## src/rtl/add64_seq_ctrl_pkg.sv

```systemverilog
// add64_seq_ctrl_pkg
//   Shared definitions for the two-cycle 64-bit add/subtract sequencer:
//   datapath widths, FSM state encoding and the operand-conditioning helper.
//   No ports (package).
package add64_seq_ctrl_pkg;

  localparam int DW = 64;  // operand / result width
  localparam int SW = 32;  // width of the shared adder slice

  typedef enum logic [1:0] {
    IDLE = 2'd0,
    LO   = 2'd1,
    HI   = 2'd2,
    DONE = 2'd3
  } state_t;

  // Returns {cin_eff, b_eff}. Subtraction is a + ~b + 1, so the external
  // carry-in is deliberately discarded when sub is set.
  function automatic logic [DW:0] eff_operand(input logic [DW-1:0] b,
                                              input logic          ci,
                                              input logic          sub);
    logic [DW-1:0] b_eff;
    logic          cin_eff;
    b_eff   = sub ? ~b : b;
    cin_eff = sub ? 1'b1 : ci;
    return {cin_eff, b_eff};
  endfunction

endpackage

```

## src/rtl/add64_seq_ctrl_fa32.sv

```systemverilog
// fulladder_32bit
//   Purely combinational 32-bit ripple-carry adder slice. It is time-shared
//   by add64_seq_ctrl for the low and high words of a 64-bit operation.
// Ports:
//   a   in  SW  addend
//   b   in  SW  addend
//   ci  in  1   carry into bit 0
//   s   out SW  sum
//   co  out 1   carry out of bit SW-1
module fulladder_32bit
  import add64_seq_ctrl_pkg::*;
(
  input  logic [SW-1:0] a,
  input  logic [SW-1:0] b,
  input  logic          ci,
  output logic [SW-1:0] s,
  output logic          co
);

  logic carry;

  always_comb begin
    carry = ci;
    s     = '0;
    for (int i = 0; i < SW; i++) begin
      s[i]  = a[i] ^ b[i] ^ carry;
      carry = (a[i] & b[i]) | (a[i] & carry) | (b[i] & carry);
    end
    co = carry;
  end

endmodule

```

## src/rtl/add64_seq_ctrl.sv

```systemverilog
// add64_seq_ctrl
//   Two-cycle 64-bit add/subtract sequencer built around a single 32-bit
//   adder slice: low word in LO, high word (with the registered carry) in
//   HI. Results, carry-out and signed overflow are registered and only
//   change on the HI->DONE edge.
// Ports:
//   clk    in  1   clock, rising edge
//   rst_n  in  1   asynchronous active-low reset
//   start  in  1   operation request, honoured only when busy=0
//   a      in  DW  operand A (latched on accepted start)
//   b      in  DW  operand B (latched on accepted start)
//   ci     in  1   carry-in for add, ignored for subtract
//   sub    in  1   1 = a - b
//   busy   out 1   operation in progress (LO, HI)
//   done   out 1   one-cycle pulse, results valid
//   sum    out DW  registered result (modulo 2^64)
//   Cout   out 1   carry out of bit 63 (subtract: 1 = no borrow)
//   ovf    out 1   signed overflow
//
// state | meaning
// ------+-------------------------------------------------------------
// IDLE  | waiting for start
// LO    | slice adds low words, low sum and carry are captured
// HI    | slice adds high words, full result and flags are captured
// DONE  | done pulse; a new start is accepted here without idling
module add64_seq_ctrl
  import add64_seq_ctrl_pkg::*;
(
  input  logic          clk,
  input  logic          rst_n,
  input  logic          start,
  input  logic [DW-1:0] a,
  input  logic [DW-1:0] b,
  input  logic          ci,
  input  logic          sub,
  output logic          busy,
  output logic          done,
  output logic [DW-1:0] sum,
  output logic          Cout,
  output logic          ovf
);

  state_t        state_q, state_d;

  logic [DW-1:0] a_q;
  logic [DW-1:0] b_q;        // already conditioned (b or ~b)
  logic          cin_q;
  logic          carry_q;    // carry out of the low word
  logic [SW-1:0] sum_lo_q;
  logic [DW-1:0] sum_q;
  logic          cout_q;
  logic          ovf_q;

  logic          accept;
  logic [DW:0]   eff;

  logic [SW-1:0] slice_a;
  logic [SW-1:0] slice_b;
  logic          slice_ci;
  logic [SW-1:0] slice_s;
  logic          slice_co;
  logic          carry_into_msb;

  assign accept = start && ((state_q == IDLE) || (state_q == DONE));
  assign eff    = eff_operand(b, ci, sub);

  // State register
  always_ff @(posedge clk or negedge rst_n) begin
    if (!rst_n) begin
      state_q <= IDLE;
    end else begin
      state_q <= state_d;
    end
  end

  // Next-state logic
  always_comb begin
    state_d = state_q;
    case (state_q)
      IDLE:    state_d = start ? LO : IDLE;
      LO:      state_d = HI;
      HI:      state_d = DONE;
      DONE:    state_d = start ? LO : IDLE;
      default: state_d = IDLE;
    endcase
  end

  // Output logic
  always_comb begin
    busy = 1'b0;
    done = 1'b0;
    case (state_q)
      LO:      busy = 1'b1;
      HI:      busy = 1'b1;
      DONE:    done = 1'b1;
      default: ;
    endcase
  end

  // Slice input mux. Outside HI the low half of the latched operands is
  // presented, so the slice only ever sees register values (never raw,
  // possibly-X inputs).
  always_comb begin
    slice_a  = a_q[SW-1:0];
    slice_b  = b_q[SW-1:0];
    slice_ci = cin_q;
    if (state_q == HI) begin
      slice_a  = a_q[DW-1:SW];
      slice_b  = b_q[DW-1:SW];
      slice_ci = carry_q;
    end
  end

  fulladder_32bit u_slice (
    .a  (slice_a),
    .b  (slice_b),
    .ci (slice_ci),
    .s  (slice_s),
    .co (slice_co)
  );

  // Recover the carry into bit 63 from its sum bit: s = a ^ b ^ c.
  assign carry_into_msb = a_q[DW-1] ^ b_q[DW-1] ^ slice_s[SW-1];

  // Operand, carry and result registers
  always_ff @(posedge clk or negedge rst_n) begin
    if (!rst_n) begin
      a_q      <= '0;
      b_q      <= '0;
      cin_q    <= 1'b0;
      carry_q  <= 1'b0;
      sum_lo_q <= '0;
      sum_q    <= '0;
      cout_q   <= 1'b0;
      ovf_q    <= 1'b0;
    end else begin
      if (accept) begin
        a_q   <= a;
        b_q   <= eff[DW-1:0];
        cin_q <= eff[DW];
      end
      if (state_q == LO) begin
        sum_lo_q <= slice_s;
        carry_q  <= slice_co;
      end
      if (state_q == HI) begin
        sum_q  <= {slice_s, sum_lo_q};
        cout_q <= slice_co;
        ovf_q  <= carry_into_msb ^ slice_co;
      end
    end
  end

  assign sum  = sum_q;
  assign Cout = cout_q;
  assign ovf  = ovf_q;

endmodule

```

## config.mk

```make
export PLATFORM = sky130hd
export DESIGN_NAME = add64_seq_ctrl
export DESIGN_NICKNAME = d
export VERILOG_FILES = /design/src/rtl/add64_seq_ctrl_pkg.sv /design/src/rtl/add64_seq_ctrl_fa32.sv /design/src/rtl/add64_seq_ctrl.sv
export SDC_FILE = /design/constraint.sdc
export NUM_CORES = 1
export LEC_CHECK = 0
export CORE_UTILIZATION = 35
export DETAILED_ROUTE_END_ITERATION = 7
export GPL_ROUTABILITY_DRIVEN = 1
export PLACE_DENSITY = 0.58
export REMOVE_ABC_BUFFERS = 1
export SLEW_MARGIN = 20
export SYNTH_ARGS = -nofsm -noshare
export SYNTH_HDL_FRONTEND = slang
export SYNTH_SLANG_ARGS = --single-unit
```

## constraint.sdc

```tcl
create_clock -name clk -period 16.58 [get_ports clk]
set_input_delay 2.487 -clock clk [delete_from_list [all_inputs] [get_ports clk]]
set_output_delay 2.487 -clock clk [all_outputs]
set_load 0.1 [all_outputs]
```

==> impl_metrics.env <==
export IMPL_startpoint_type="flop"
export IMPL_finalSetupViolations=0
export IMPL_status="completed"
export IMPL_antenna_found_initial=0
export IMPL_async_reset_ff_frac=1.00
export IMPL_synth_top_cell_area_share=0.528
export IMPL_dr_pass1_iters=4
export IMPL_synth_area_mm2=0.0109
export IMPL_yosysMostFrequentCell="dfrtp_1"
export IMPL_numCtsBuffers=27
export IMPL_place_area_mm2=0.0131
export IMPL_cpPeakStageDelay_ns=0.49
export IMPL_rrSetupSlack_ns=0.61
export IMPL_track_usage=0.144
export IMPL_crit_buf_inv=2
export IMPL_synthCells=750
export IMPL_cp_top_family="adder cells"
export IMPL_min_period_over_period=0.963
export IMPL_core_mm2=0.0306
export IMPL_root_buffer="clkbuf_16"
export IMPL_die_x_um=178
export IMPL_ys_top_cells_by_area="dfrtp_1 (53%), mux2_2 (16%), mux2_4 (8.8%), fa_1 (5.9%), xnor2_1 (5.4%)"
export IMPL_slowest_stage="fa_1"
export IMPL_maxSlewHeadroom=0.263
export IMPL_ioPinCount=201
export IMPL_worstPathRequired_ns=16.96
export IMPL_cpMostUsedCell="fa_1"
export IMPL_die_height_um=178
export IMPL_grt_ovfl_total=0
export IMPL_grt_pass1_vias=6508
export IMPL_yosys_warnings=0
export IMPL_clkSinkCount=230
export IMPL_drc=0
export IMPL_fin_nets=1112
export IMPL_nFillCells=2822
export IMPL_arrival_ns=16.36
export IMPL_fp_dieArea_mm2=0.0318
export IMPL_synth_main_ff_cell="dfrtp_1"
export IMPL_synth_avg_cell_area_um2=14.5
export IMPL_final_util=0.457
export IMPL_antennaDiodeCount=0
export IMPL_ctsHoldBuffers=0
export IMPL_synth_seq_cells=230
export IMPL_grt_max_degree=114
export IMPL_synth_commonest_cells="dfrtp_1 (230), mux2_2 (157), xnor2_1 (67)"
export IMPL_yosys_area_top_type="dfrtp_1"
export IMPL_final_cell_area_mm2=0.0140
export IMPL_skew_ns=0.0147
export IMPL_min_path_type="reg -> reg"
export IMPL_initial_core_util=0.356
export IMPL_routed_wl_um=22200
export IMPL_post_cts_setup_buffer_count=0
export IMPL_clock_path_buffers=3
export IMPL_area_growth_synth_to_final_pct=28.4
export IMPL_drive_above_1_share=0.302
export IMPL_drv_slew=0
export IMPL_cp_max_fo=5
export IMPL_hold_viol=0
export IMPL_vias=6138
export IMPL_htreeDepth=1
export IMPL_drt_iter0_drc=223
export IMPL_worst_pin_slew_ns=1.10
export IMPL_vias_per_cell=4.52
export IMPL_seq_area_frac_synth=0.528
export IMPL_crit_path_end_kind="flop"
export IMPL_placementRows=64
export IMPL_fmax_mhz=62.6
export IMPL_grt_pass1_wl_um=35800
export IMPL_gp_congestion=0.744
export IMPL_clkTransAtPathRegs_ns=0.06
export IMPL_critPathKind="reg -> reg"
export IMPL_cts_tree="yes"
export IMPL_routedWlPerCell_um=16.3
export IMPL_synth_edff_count=0
export IMPL_io_buffers=200
export IMPL_drtAntennaViolNets=0
export IMPL_synth_cell_types=19
export IMPL_drv_cap=0
export IMPL_clock_latency_ns=0.52
export IMPL_min_period_ns=15.97
export IMPL_hpwl_um=14900
[final timing paths]
check / from / end / cells past startpoint
max: state_q[0] / ovf / 39
min: b_q[4] / b_q[4] / 2
max reg2reg: state_q[0] / ovf / 39
min reg2reg: b_q[4] / b_q[4] / 2
max in group asynchronous: rst_n / sum[43] / 2
min in group asynchronous: rst_n / a_q[22] / 1
[worst register-to-register path, delay by kind of cell, from the launching register on]
family / cells / cell delay (ns)
AO/OA/AOI/OAI: 1 / 0.08
XOR/XNOR: 2 / 0.32
adder cells (fa/ha/maj): 33 / 14.52
buffers and inverters: 2 / 0.19
flip-flops: 1 / 0.37
multiplexers: 1 / 0.36
[metrics by stage]
step	TNS, ns	instances	setup WS (ns)	hold WS, ns
final	0	1359	0.605	0.471
after global placement	-0.331	1311	-0.254	0.456
after floorplan	-21.81	703	-2.70	0.444
after detailed placement	-0.610	1311	-0.347	0.466
after CTS	0	1359	0.0276	0.479
after global routing	-0.00404	1359	-0.00404	0.497
[area by class of cell]
type	instances	area, um2	area share
well taps	396	495	0.0354
repair buffers	212	2090	0.150
flip-flops and latches	230	5760	0.412
clock inverters	6	85.1	0.00608
multi-input cells	466	4730	0.338
clock buffers	42	802	0.0573
inverters	7	26.3	0.00188
[placed cells by master, fill, tap and decap left out, types with 7 or more instances in the layout]
| cell type | instances |
|---|---|
| clkbuf_1 | 8 |
| clkdlybuf4s50_1 | 198 |
| buf_4 | 13 |
| nand2_1 | 65 |
| fa_1 | 20 |
| xnor2_1 | 66 |
| dfrtp_1 | 230 |
| o21ai_0 | 65 |
| mux2_4 | 64 |
| fa_2 | 12 |
| mux2_2 | 157 |
| clkbuf_8 | 7 |
| inv_1 | 7 |
| clkbuf_16 | 27 |
[repair_timing]
item	4_1_cts	5_1_grt
setup endpoints to repair	3	3
gates resized for setup	6	7
pin swaps	0	1
[kinds of logic after synthesis]
group / Yosys count / share of synthesized area
flip-flops: 230 / 0.528
multiplexers: 226 / 0.255
AND/OR/NAND/NOR: 70 / 0.0243
AO/OA/AOI/OAI: 68 / 0.0312
XOR/XNOR: 67 / 0.0539
buffers and inverters: 54 / 0.0450
adder cells (fa/ha/maj): 35 / 0.0622
[metal layers]
metal | global-route usage | up-vias | wire length [um]
li1 | - | 2941 | -
met1 | 0.201 | 3038 | 10100
met2 | 0.234 | 124 | 10800
met3 | 0.0200 | 35 | 996
met4 | 0.0371 | 0 | 354
met5 | 0 | - | 0
[flip-flops by register name, summed over array words and instances (netlist names)]
name	count
Cout	1
a_q	64
b_q	64
carry_q	1
cin_q	1
ovf	1
state_q	2
sum	64
sum_lo_q	32
Power is left out: the tool's default activity adds up to more than one toggle a clock period on the data nets, which glitch-free logic cannot reach.
